### src/rtl/add_sub_pkg.sv
// Shared types for the pipelined ARM add/sub datapath: operation encoding,
// NZCV flag layout and the carry-seed rule for each operation.
package add_sub_pkg;

  typedef enum logic [1:0] {
    OP_ADD = 2'b00,
    OP_SUB = 2'b01,
    OP_ADC = 2'b10,
    OP_SBC = 2'b11
  } alu_op_t;

  typedef struct packed {
    logic n;
    logic z;
    logic c;
    logic v;
  } flags_t;

  localparam int FLAG_N = 3;
  localparam int FLAG_Z = 2;
  localparam int FLAG_C = 1;
  localparam int FLAG_V = 0;

  // SUB is a + ~b + 1; ADC/SBC take the incoming C flag instead.
  function automatic logic carry_seed(alu_op_t op, logic cin);
    case (op)
      OP_ADD:  return 1'b0;
      OP_SUB:  return 1'b1;
      default: return cin;
    endcase
  endfunction

endpackage

### src/rtl/add_sub_chunk.sv
// One CW-bit slice of the carry chain: sum, carry out, carry into the slice
// MSB (for the overflow flag) and an all-zero indication.
module add_sub_chunk #(
  parameter int CW = 8
) (
  input  logic [CW-1:0] a_i,
  input  logic [CW-1:0] b_i,
  input  logic          cin_i,
  output logic [CW-1:0] sum_o,
  output logic          cout_o,
  output logic          cmsb_o,
  output logic          zero_o
);

  logic [CW:0] total;

  assign total  = {1'b0, a_i} + {1'b0, b_i} + {{CW{1'b0}}, cin_i};
  assign sum_o  = total[CW-1:0];
  assign cout_o = total[CW];
  assign cmsb_o = a_i[CW-1] ^ b_i[CW-1] ^ total[CW-1];
  assign zero_o = (total[CW-1:0] == '0);

endmodule

### src/rtl/add_sub_pipe.sv
// Pipelined ADD/SUB/ADC/SBC: carry chain split into STAGES registered chunks,
// NZCV from the last stage. Define ADD_SUB_SAT_EN for signed saturation + sat.
module add_sub_pipe
  import add_sub_pkg::*;
#(
  parameter int WIDTH  = 32,
  parameter int STAGES = 4
) (
  input  logic             clk,
  input  logic             reset,
  input  logic             in_valid,
  output logic             in_ready,
  input  logic [WIDTH-1:0] a,
  input  logic [WIDTH-1:0] b,
  input  logic [1:0]       op,
  input  logic             cin,
  output logic             out_valid,
  input  logic             out_ready,
  output logic [WIDTH-1:0] y,
  output logic [3:0]       flags,
  output logic             sat
);

  localparam int STG_SAFE = (STAGES < 1) ? 1 : STAGES;
  localparam int CW       = WIDTH / STG_SAFE;

  if ((STAGES < 1) || ((WIDTH % STG_SAFE) != 0)) begin : g_param_chk
    $error("add_sub_pipe: STAGES must be at least 1 and divide WIDTH");
  end

  logic             stall;
  logic             adv;
  logic [WIDTH-1:0] b_eff;
  logic             carry0;

  // No skid buffer: a stalled output freezes every stage, bubbles included.
  assign stall    = out_valid && !out_ready;
  assign adv      = !stall;
  assign in_ready = !stall;
  assign b_eff    = op[0] ? ~b : b;
  assign carry0   = carry_seed(alu_op_t'(op), cin);

  for (genvar k = 0; k < STAGES; k++) begin : g_stg
    localparam int LO = k * CW;
    localparam int RW = WIDTH - LO;

    logic [RW-1:0]    a_src;
    logic [RW-1:0]    b_src;
    logic             c_src;
    logic             z_src;
    logic             vld_src;
    logic             vld_q;
    logic [LO+CW-1:0] s_d;
    logic [CW-1:0]    ch_sum;
    logic             ch_cout;
    logic             ch_cmsb;
    logic             ch_zero;

    add_sub_chunk #(.CW(CW)) u_chunk (
      .a_i    (a_src[CW-1:0]),
      .b_i    (b_src[CW-1:0]),
      .cin_i  (c_src),
      .sum_o  (ch_sum),
      .cout_o (ch_cout),
      .cmsb_o (ch_cmsb),
      .zero_o (ch_zero)
    );

    if (k == 0) begin : g_head
      assign a_src   = a;
      assign b_src   = b_eff;
      assign c_src   = carry0;
      assign z_src   = 1'b1;
      assign vld_src = in_valid;
      assign s_d     = ch_sum;
    end else begin : g_link
      assign a_src   = g_stg[k-1].g_mid.a_q;
      assign b_src   = g_stg[k-1].g_mid.b_q;
      assign c_src   = g_stg[k-1].g_mid.c_q;
      assign z_src   = g_stg[k-1].g_mid.z_q;
      assign vld_src = g_stg[k-1].vld_q;
      assign s_d     = {ch_sum, g_stg[k-1].g_mid.s_q};
    end

    always_ff @(posedge clk) begin
      if (reset) begin
        vld_q <= 1'b0;
      end else if (adv) begin
        vld_q <= vld_src;
      end
    end

    if (k < STAGES - 1) begin : g_mid
      // Operand bits above this chunk ride along until their stage.
      logic [RW-CW-1:0] a_q;
      logic [RW-CW-1:0] b_q;
      logic [LO+CW-1:0] s_q;
      logic             c_q;
      logic             z_q;

      always_ff @(posedge clk) begin
        if (reset) begin
          a_q <= '0;
          b_q <= '0;
          s_q <= '0;
          c_q <= 1'b0;
          z_q <= 1'b0;
        end else if (adv) begin
          a_q <= a_src[RW-1:CW];
          b_q <= b_src[RW-1:CW];
          s_q <= s_d;
          c_q <= ch_cout;
          z_q <= z_src & ch_zero;
        end
      end
    end else begin : g_last
      logic [WIDTH-1:0] y_d;
      logic [WIDTH-1:0] y_q;
      flags_t           fl_d;
      flags_t           fl_q;
      logic             sat_d;
      logic             v_raw;

      assign v_raw = ch_cmsb ^ ch_cout;

`ifdef ADD_SUB_SAT_EN
      localparam logic [WIDTH-1:0] SAT_POS = {1'b0, {(WIDTH-1){1'b1}}};
      localparam logic [WIDTH-1:0] SAT_NEG = ~SAT_POS;
      logic sat_q;

      always_comb begin
        y_d   = s_d;
        sat_d = 1'b0;
        if (v_raw) begin
          sat_d = 1'b1;
          y_d   = a_src[RW-1] ? SAT_NEG : SAT_POS;
        end
      end

      always_ff @(posedge clk) begin
        if (reset) begin
          sat_q <= 1'b0;
        end else if (adv) begin
          sat_q <= sat_d;
        end
      end

      assign sat = sat_q;
`else
      assign y_d   = s_d;
      assign sat_d = 1'b0;
      assign sat   = sat_d;
`endif

      // A clamped result is never zero; C and V keep the raw sum.
      always_comb begin
        fl_d   = '0;
        fl_d.n = y_d[WIDTH-1];
        fl_d.z = z_src & ch_zero & ~sat_d;
        fl_d.c = ch_cout;
        fl_d.v = v_raw;
      end

      always_ff @(posedge clk) begin
        if (reset) begin
          y_q  <= '0;
          fl_q <= '0;
        end else if (adv) begin
          y_q  <= y_d;
          fl_q <= fl_d;
        end
      end

      assign out_valid     = vld_q;
      assign y             = y_q;
      assign flags[FLAG_N] = fl_q.n;
      assign flags[FLAG_Z] = fl_q.z;
      assign flags[FLAG_C] = fl_q.c;
      assign flags[FLAG_V] = fl_q.v;
    end
  end

endmodule

### config.mk
export PLATFORM = sky130hd
export DESIGN_NAME = add_sub_pipe
export DESIGN_NICKNAME = d
export VERILOG_FILES = /design/src/rtl/add_sub_pkg.sv /design/src/rtl/add_sub_chunk.sv /design/src/rtl/add_sub_pipe.sv
export SDC_FILE = /design/constraint.sdc
export NUM_CORES = 1
export LEC_CHECK = 0
export ABC_AREA = 1
export CORE_UTILIZATION = 50
export CTS_CLUSTER_DIAMETER = 120
export CTS_CLUSTER_SIZE = 8
export DETAILED_ROUTE_END_ITERATION = 6
export GPL_TIMING_DRIVEN = 0
export PLACE_DENSITY = 0.78
export REMOVE_ABC_BUFFERS = 1
export SLEW_MARGIN = 20
export SYNTH_ARGS = -nofsm -noshare
export SYNTH_HDL_FRONTEND = slang
export SYNTH_SLANG_ARGS = --single-unit
### constraint.sdc
create_clock -name clk -period 2.6 [get_ports clk]
set_clock_uncertainty 0.2 [all_clocks]
set_input_delay 0.26 -clock clk [delete_from_list [all_inputs] [get_ports clk]]
set_output_delay 0.26 -clock clk [all_outputs]
set_load 0.1 [all_outputs]
==> results of run 1 <==
## layout make-up
| class | count | area (um^2) |
|---|---|---|
| tap | 216 | 270 |
| sequential | 189 | 3780 |
| fill | 1387 | 5930 |
| inverter | 79 | 314 |
| multi-input combinational | 779 | 3980 |
| clock buffer | 18 | 429 |
| timing repair buffer | 114 | 1220 |
| clock inverter | 14 | 193 |
## flip-flops by register name (all words and copies together), names as in the netlist
name	flops
flags	3
g_stg.g_mid.a_q	48
g_stg.g_mid.b_q	48
g_stg.g_mid.c_q	3
g_stg.g_mid.s_q	48
g_stg.g_mid.z_q	3
g_stg.vld_q	3
out_valid	1
y	32
## per-layer routing
layer  global-route usage, %  vias to the layer above
met4                    7.65                        0
met2                    34.8                      121
met5                       0                        -
met3                    3.59                       17
li1                        -                     3730
met1                    25.8                     3258
## synthesized netlist by cell type (all sizes together)
master	instances	share of area, %
o21bai	7	0.63
xor2	7	0.73
nand3	36	2.2
dfxtp	189	45
xnor2	29	3.0
nor3	1	0.060
conb	1	0.045
a21oi	57	3.4
mux2i	1	0.12
a31oi	2	0.15
clkinv	1	0.045
clkbuf	29	1.3
o21ai	173	10
fa	8	1.9
ha	28	4.2
o211ai	14	1.3
nand2	124	5.6
inv	78	3.5
nand4	7	0.52
buf	38	2.4
or2	1	0.075
a21o	2	0.18
nand3b	7	0.63
nor2	274	12
## through the flow
step | worst slack, ns | hold slack (ns) | std cells | setup TNS (ns) | total power, uW
after floorplan | -6.68 | 0.129 | 1047 | -1047.36 | 4140
after global placement | -9.52 | 0.235 | 1371 | -1467.85 | 4490
after detailed placement | -0.748 | 0.242 | 1377 | -57.04 | 4490
after CTS | 0.0610 | 0.202 | 1409 | 0 | 7210
after global routing | 0.000509 | 0.216 | 1409 | 0 | 7490
final | 0.104 | 0.213 | 1409 | 0 | 7170
## cells by family (layout without fill, tap and decap cells)
group / Yosys count / after routing / share of synthesized area (%)
other: 1 / 1 / 0.0449
adders and majority gates: 36 / 36 / 6.11
DFF: 189 / 189 / 45.3
muxes: 1 / 1 / 0.120
AOI/OAI and AO/OA: 255 / 255 / 16.0
buffers and inverters: 146 / 225 / 7.22
xor gates and xnor gates: 36 / 36 / 3.78
and+or+nand+nor: 450 / 450 / 21.4
## cells in the final DEF, fill, tap and decap left out, drive strengths merged, types with 4 or more instances in the layout
master         instances
xnor2                 29
clkbuf                19
clkinv                 5
o21ai                173
ha                    28
o21bai                 7
buf                    6
nand2                124
nand3                 36
nand3b                 7
bufinv                 4
nor2                 274
dfxtp                189
clkdlybuf4s50        106
xor2                   7
nand4                  7
o211ai                14
a21oi                 57
inv                   81
fa                     8
## worst paths after layout
path | start | end | slack, ns
max | out_valid$_SDFFE_PP0N_ | out_valid | 0.10
min | in_valid | g_stg[0].vld_q$_SDFFE_PP0N_ | 0.21
max reg2reg | out_valid$_SDFFE_PP0N_ | g_stg[1].g_mid.s_q[14]$_SDFFE_PP0N_ | 0.21
min reg2reg | g_stg[0].g_mid.b_q[18]$_SDFFE_PP0N_ | g_stg[1].g_mid.b_q[10]$_SDFFE_PP0N_ | 0.25
## repair_timing
action                     in CTS  in global routing
gates resized for setup         3                  2
setup buffers                   0                  0
setup endpoints to repair      68                  5
hold endpoints to repair        0                  0
## power breakdown
part           leakage [uW]  internal (uW)  switching, uW  total, uW
registers           0.00156           3120            111       3230
logic               0.00258            461            751       1210
clock network      0.000297           1610           1110       2730
total               0.00443           5190           1970       7170
==> metrics, run 1 <==
status completed; Top Layer Used met4; Die Wd roughly 130 um; Worst R2R Path Depth 8; WP depth 1; startpoint types flop; Core Util, Final a little over three fifths; fin. max-slew vios 0; Layout area overhead 22.0%; share of post-route cells with drive strength above 1 approximately 3.5%; die area between 0.015 and 0.02 mm^2; cts bufs inserted 17; IO Pins between 100 and 150; CTS tree built; Mapped Cells between 1,000 and 1,500; worst-margin pin slew 1.03 ns; largest net degree at the start of global routing 130; max frequency 0.401 GHz; clk_lat worst skew approximately 0.43 ns; Antenna Nets Post-Route 0; Hold Path Class in2reg; relative slew slack 31.2%; area of the mapped netlist around 0.0083 mm^2; routability cong. between 0.8 and 0.9; Max-Cap Viols 0; CTS Hold Bufs 0; Max Root-Sink Buffers 2; CP endpoint kind output pin; crit path DAT around 2.0 ns; H-tree depth 4; drt initial violations approximately 480; Finished Cell Area about 0.010 mm^2; RSZ-0062 raised after global routing no; Crit-path slowest cell clkdlybuf4s50_1; worst path cell trace clkdlybuf4s50_1; DR WL met2 roughly 8 mm; WP data required 2.14 ns; GRT Util Overall 20.5%; vias in the first global route about 6,600; TritonCTS Sinks roughly 190; CP max FO 2; dpl hpwl between 10 and 15 mm; Core Area between 0.015 and 0.02 mm^2; final worst-path cycle share 96.0%; register area share after synthesis 45.3%; slowest stage delay, CP 1.18 ns; final hold vios 0; Final nets 1,287; Leakage roughly 0.0044 uW; met1 wire length between 8 and 9 mm; Clock Pin Slew Worst Setup and Hold Paths ~0.06 ns; row cnt 46; initial antenna violation count 0; Critical path buffers and inverters 1; drc violations 0; # setup viols final 0; Pwr Density approximately 700 mW/mm^2; Total Wirelength roughly 17 mm; antenna cells 0; delay-heaviest family, CP buffers and inverters; WS Path Type reg2out; Syn Area/Cell roughly 7.5 um^2; Cell variety after synth 26; met3 WL slightly above 500 um; TritonRoute pass-1 iters 5; chip height 131 um; Hold Crit Depth 3; YS warnings 0; Max IR drop VDD approximately 460 uV; final critical-path required period around 2.5 ns; total grt overflow 0; via count just over 7,000; #FFs+latches synth between 150 and 200; clock root buffer clkbuf_16; placed cell area between 0.009 and 0.01 mm^2; vias per cell between 5 and 6; first-pass GRT wire length 29.5 mm; initial core utilization between 50% and 60%; post-DR wirelength/cell between 10 and 15 um; IO Port Bufs between 100 and 150
No activity file was read; power rests on OpenSTA's default activity.
==> run 2, diff against run 1 <==
--- a/config.mk
+++ b/config.mk
@@ -6,6 +6,7 @@
 export NUM_CORES = 1
 export LEC_CHECK = 0
 export ABC_AREA = 1
+export CORE_ASPECT_RATIO = 0.6
 export CORE_UTILIZATION = 50
 export CTS_CLUSTER_DIAMETER = 120
 export CTS_CLUSTER_SIZE = 8
==> metrics, run 2 (synthesis gave the netlist of run 1 again) <==
cts bufs inserted 17 (unchanged); Crit-path slowest cell clkdlybuf4s50_1 (unchanged); setup ws final 0.0724 ns (was 0.104 ns); Place WS -0.659 ns (was -0.748 ns); worst-margin pin slew 1.03 ns (about the same); Antenna Nets Post-Route 0 (unchanged); vias in the first global route 6,155 (was 6,558); drt initial violations 588 (was 483); Max-Cap Viols 0 (unchanged); IO Port Bufs 108 (unchanged); biggest regs g_stg.g_mid.a_q: 48 flops, g_stg.g_mid.b_q: 48 flops, g_stg.g_mid.s_q: 48 flops (unchanged); initial antenna violation count 0 (unchanged); IO Pins 110 (unchanged); Core Area 0.0163 mm^2 (was 0.0161 mm^2); max frequency 0.396 GHz (was 0.401 GHz); placed cell area 0.00955 mm^2 (about the same); via count 7,111 (was 7,126); die area 0.0172 mm^2 (about the same); Die Wd 169 um (was 131 um); r2r endpoint g_stg[2].g_mid.z_q$_SDFFE_PP0N_ (was g_stg[1].g_mid.s_q[14]$_SDFFE_PP0N_); first-pass GRT wire length 29.6 mm (was 29.5 mm); Non-Filler Instances 1,419 (was 1,409); WP depth 1 (unchanged); final worst-path cycle share 97.2% (was 96.0%); dpl hpwl 11.2 mm (was 10.9 mm); chip height 102 um (was 131 um); most common cell after layout, fill and taps aside nor2_1 (unchanged); status completed (unchanged); TritonCTS Sinks 189 (unchanged); routability cong. 0.853 (was 0.838); delay-heaviest family, CP buffers and inverters (unchanged); worst r2r src g_stg[1].g_mid.a_q[0]$_SDFFE_PP0N_ (was out_valid$_SDFFE_PP0N_); GRT Util Overall 21.0% (was 20.5%); final critical-path required period 2.53 ns (was 2.50 ns); RSZ-0062 raised after global routing no (unchanged); clock root buffer clkbuf_16 (unchanged); Hold Path Class in2reg (unchanged); CTS tree built (unchanged); R2R setup slack 0.21 ns (about the same); total power 7160 uW (was 7170 uW); share of post-route cells with drive strength above 1 3.53% (was 3.52%); drc violations 0 (unchanged); total grt overflow 0 (unchanged); crit path DAT 2.07 ns (was 2.04 ns); most frequent cells in the layout 274 x nor2_1, 189 x dfxtp_1, 173 x o21ai_0 (unchanged); # setup viols final 0 (unchanged); final hold vios 0 (unchanged); worst path cell trace clkdlybuf4s50_1 (unchanged); Max IR drop VDD 498 uV (was 464 uV); Worst R2R Path Depth 9 (was 8); TritonRoute pass-1 iters 5 (unchanged); Final nets 1,286 (was 1,287); clk_lat worst skew 0.41 ns (was 0.43 ns); Clock Pin Slew Worst Setup and Hold Paths 0.07 ns (was 0.06 ns); Critical path buffers and inverters 1 (unchanged); CP max FO 2 (unchanged); vias per cell 5.01 (was 5.06); Max Root-Sink Buffers 2 (unchanged); Total Wirelength 17.8 mm (was 17.0 mm); relative slew slack 30.8% (was 31.2%); initial core utilization 51.3% (was 51.8%); Pwr Density 704 mW/mm^2 (was 703 mW/mm^2); Fill cells 1,431 (was 1,387); Leakage 0.00442 uW (was 0.00443 uW); Core Util, Final 62.5% (was 63.2%); startpoint types flop (unchanged); Layout area overhead 21.8% (was 22.0%); Setup crit end out_valid (unchanged); largest net degree at the start of global routing 115 (was 130); dpl cells 1,388 (was 1,377); antenna cells 0 (unchanged); row cnt 36 (was 46); slowest stage delay, CP 1.19 ns (was 1.18 ns); CP endpoint kind output pin (unchanged); crit path launch out_valid$_SDFFE_PP0N_ (unchanged); fin. max-slew vios 0 (unchanged); Finished Cell Area 0.0102 mm^2 (about the same); WS Path Type reg2out (unchanged); WP data required 2.14 ns (about the same); post-DR wirelength/cell 12.5 um (was 12.0 um); H-tree depth 4 (unchanged)
-- run 2: changes by cell type in the layout (fill, tap and decap cells not counted) --
cell	change
buf_12	-2
clkbuf_8	+2
buf_16	+1
buf_2	+1
bufinv_16	-1
clkbuf_1	-1
clkinv_4	-1
clkinvlp_4	-1
dlygate4sd2_1	-1
inv_12	-1
inv_6	+1
inv_8	+1
-- run 2: power breakdown --
part | leakage (uW) | switching [uW] | internal (uW) | total (uW)
combinational | 0.00257 | 757 | 461 | 1220
clock | 0.000298 | 1140 | 1570 | 2710
sequential | 0.00156 | 112 | 3120 | 3230
-- run 2: how the worst min path moves through the flow --
stage	from	end	depth (start not counted)
floorplan	reset	flags[2]$_SDFFE_PP0N_	1
global placement	g_stg[0].g_mid.b_q[18]$_SDFFE_PP0N_	g_stg[1].g_mid.b_q[10]$_SDFFE_PP0N_	2
detailed placement	g_stg[0].g_mid.b_q[10]$_SDFFE_PP0N_	g_stg[1].g_mid.b_q[2]$_SDFFE_PP0N_	2
CTS	op[0]	g_stg[0].g_mid.b_q[21]$_SDFFE_PP0N_	3
global route	op[0]	g_stg[0].g_mid.b_q[21]$_SDFFE_PP0N_	3
finish	op[0]	g_stg[0].g_mid.b_q[22]$_SDFFE_PP0N_	3
-- run 2: repair_timing --
item	4_1_cts	5_1_grt
endpoints found under the setup margin	1	2
gates cloned	0	0
hold buffers	0	0
buffers inserted	0	0
resized for setup	5	2
-- run 2: final cells by class --
| cell class | instances | area (um^2) | area share [%] |
|---|---|---|---|
| multi-input cells | 779 | 3980 | 39.1 |
| clock inverters | 12 | 158 | 1.55 |
| inverters | 79 | 307 | 3.01 |
| clock buffers | 19 | 453 | 4.45 |
| repair buffers | 113 | 1200 | 11.8 |
| flip-flops and latches | 189 | 3780 | 37.2 |
| well taps | 228 | 285 | 2.81 |
-- run 2: per-layer routing --
metal	share of wire [%]	vias up	GRT usage (%)
met2	43	142	32.0
met3	4.4	5	4.73
met5	0	-	0
met1	52	3228	30.8
li1	-	3736	-
met4	0.28	0	3.71
-- run 2: tightest hold or removal path, delay by kind of cell --
family                    cells  cell delay [ns]
buffers and inverters         1             0.23
AOI/OAI and AO/OA             1             0.06
xor gates and xnor gates      1             0.19
-- run 2: stage by stage --
| step | TNS (ns) | hold slack (ns) |
|---|---|---|
| final | 0 | 0.176 |
| after detailed placement | -7.39 | 0.236 |
| after CTS | 0 | 0.189 |
| after floorplan | -1047.36 | 0.129 |
| after global routing | 0 | 0.164 |
| after global placement | -1482.39 | 0.236 |
==> run 3, diff against run 2 <==
--- a/config.mk
+++ b/config.mk
@@ -13,6 +13,7 @@
 export DETAILED_ROUTE_END_ITERATION = 6
 export GPL_TIMING_DRIVEN = 0
 export PLACE_DENSITY = 0.78
+export RECOVER_POWER = 50
 export REMOVE_ABC_BUFFERS = 1
 export SLEW_MARGIN = 20
 export SYNTH_ARGS = -nofsm -noshare
==> metrics, run 3 (synthesis gave the netlist of run 1 again) <==
Antenna Nets Post-Route 0 (unchanged); WS Path Type reg2out (unchanged); routability cong. 0.853 (unchanged); total power 7160 uW (about the same); setup ws final 0.0726 ns (was 0.0724 ns); clock root buffer clkbuf_16 (unchanged); post-DR wirelength/cell 12.6 um (was 12.5 um); CTS Hold Bufs 0 (unchanged); Max IR drop VDD 498 uV (about the same); largest net degree at the start of global routing 115 (unchanged); Post-CTS Setup Bufs 0 (unchanged); drc violations 0 (unchanged); die area 0.0172 mm^2 (unchanged); biggest regs g_stg.g_mid.a_q: 48 flops, g_stg.g_mid.b_q: 48 flops, g_stg.g_mid.s_q: 48 flops (unchanged); initial antenna violation count 0 (unchanged); slowest stage delay, CP 1.19 ns (about the same); Pwr Density 705 mW/mm^2 (was 704 mW/mm^2); Worst R2R Path Depth 9 (unchanged); worst path cell trace clkdlybuf4s50_1 (unchanged); relative slew slack 30.8% (unchanged); vias in the first global route 6,155 (unchanged); vias per cell 5.03 (was 5.01); Hold Crit Depth 3 (unchanged); RSZ-0062 raised after global routing no (unchanged); row cnt 36 (unchanged); dpl cells 1,388 (unchanged); Endpoint, Worst Hold g_stg[0].g_mid.b_q[22]$_SDFFE_PP0N_ (unchanged); Leakage 0.00442 uW (about the same); final critical-path required period 2.53 ns (about the same); TritonRoute pass-1 iters 5 (unchanged); antenna cells 0 (unchanged); status completed (unchanged); r2r endpoint g_stg[2].g_mid.z_q$_SDFFE_PP0N_ (unchanged); final hold vios 0 (unchanged); final worst-path cycle share 97.2% (about the same); chip height 102 um (unchanged); via count 7,134 (was 7,111); Finished Cell Area 0.0102 mm^2 (about the same); CP max FO 2 (unchanged); CTS tree built (unchanged); Non-Filler Instances 1,419 (unchanged); Critical path buffers and inverters 1 (unchanged); placed cell area 0.00955 mm^2 (unchanged); IO Pins 110 (unchanged); Die Wd 169 um (unchanged); IO Port Bufs 108 (unchanged); delay-heaviest family, CP buffers and inverters (unchanged); # setup viols final 0 (unchanged); H-tree depth 4 (unchanged); cts bufs inserted 17 (unchanged); Max-Cap Viols 0 (unchanged); worst r2r src g_stg[1].g_mid.a_q[0]$_SDFFE_PP0N_ (unchanged); fin. max-slew vios 0 (unchanged); WP data required 2.14 ns (about the same); first-pass GRT wire length 29.6 mm (unchanged); R2R setup slack 0.22 ns (was 0.21 ns); Hold Path Class in2reg (unchanged); Place WS -0.659 ns (unchanged); Hold Startpoint op[0] (unchanged); most common cell after layout, fill and taps aside nor2_1 (unchanged); most frequent cells in the layout 274 x nor2_1, 189 x dfxtp_1, 173 x o21ai_0 (unchanged); total grt overflow 0 (unchanged); crit path DAT 2.07 ns (about the same); GRT Util Overall 21.0% (unchanged); Max Root-Sink Buffers 2 (unchanged); Core Area 0.0163 mm^2 (unchanged); startpoint types flop (unchanged); Layout area overhead 21.6% (was 21.8%); share of post-route cells with drive strength above 1 3.53% (unchanged); worst-margin pin slew 1.03 ns (unchanged); max frequency 0.396 GHz (about the same); Clock Pin Slew Worst Setup and Hold Paths 0.07 ns (about the same); clk_lat worst skew 0.41 ns (about the same); drt initial violations 617 (was 588); initial core utilization 51.3% (unchanged); dpl hpwl 11.2 mm (unchanged); Total Wirelength 17.8 mm (about the same); TritonCTS Sinks 189 (unchanged); Final nets 1,286 (unchanged); CP endpoint kind output pin (unchanged); Crit-path slowest cell clkdlybuf4s50_1 (unchanged)
==> run 3: area by class of cell <==
class,count,area [um^2]
clock buffer,19,453
clock inverter,12,158
fill,1433,6110
inverter,79,307
multi-input combinational,779,3980
sequential,189,3780
tap,228,285
timing repair buffer,113,1190
==> run 3: per-layer routing <==
metal / wire length (um) / vias to the layer above / track usage (%)
li1: - / 3736 / -
met1: 9360 / 3245 / 30.8
met2: 7660 / 149 / 32.0
met3: 762 / 4 / 4.73
met4: 44 / 0 / 3.71
met5: 0 / - / 0
==> run 3: per-stage QoR <==
step / hold WS, ns / TNS (ns) / util (%)
3_5_place_dp: 0.236 / -7.39 / 58.7
2_1_floorplan: 0.129 / -1047.36 / -
5_1_grt: 0.164 / 0 / 62.4
6_report: 0.177 / 0 / 62.4
4_1_cts: 0.189 / 0 / 62.6
3_3_place_gp: 0.236 / -1482.39 / 57.9
==> run 3: worst max path at each step <==
stage / start / end / slack, ns / depth (start not counted)
global placement: out_ready / g_stg[0].g_mid.a_q[1]$_SDFFE_PP0N_ / -9.62 / 6
floorplan: out_valid$_SDFFE_PP0N_ / g_stg[0].g_mid.a_q[1]$_SDFFE_PP0N_ / -6.68 / 4
global route: out_valid$_SDFFE_PP0N_ / out_valid / 0.02 / 1
detailed placement: out_ready / in_ready / -0.66 / 5
finish: out_valid$_SDFFE_PP0N_ / out_valid / 0.07 / 1
CTS: out_valid$_SDFFE_PP0N_ / out_valid / 0.06 / 1
==> run 3: repair_timing <==
action,4_1_cts,5_1_grt
pin swaps,0,0
endpoints found under the setup margin,1,2
resized for setup,5,2
gates cloned,0,0
==> run 3: power breakdown <==
part / leakage [uW] / switching (uW) / internal (uW)
sequential: 0.00156 / 113 / 3120
combinational: 0.00256 / 757 / 459
clock: 0.000298 / 1140 / 1570
total: 0.00442 / 2010 / 5150
==> run 3: worst reg2reg max path, delay by kind of cell, from the launching register on <==
kind / cells / cell delay [ns]
XOR/XNOR: 1 / 0.20
AND/OR/NAND/NOR: 5 / 0.48
AO/OA/AOI/OAI: 1 / 0.16
adder cells (fa/ha/maj): 2 / 0.91
flip-flops: 1 / 0.34
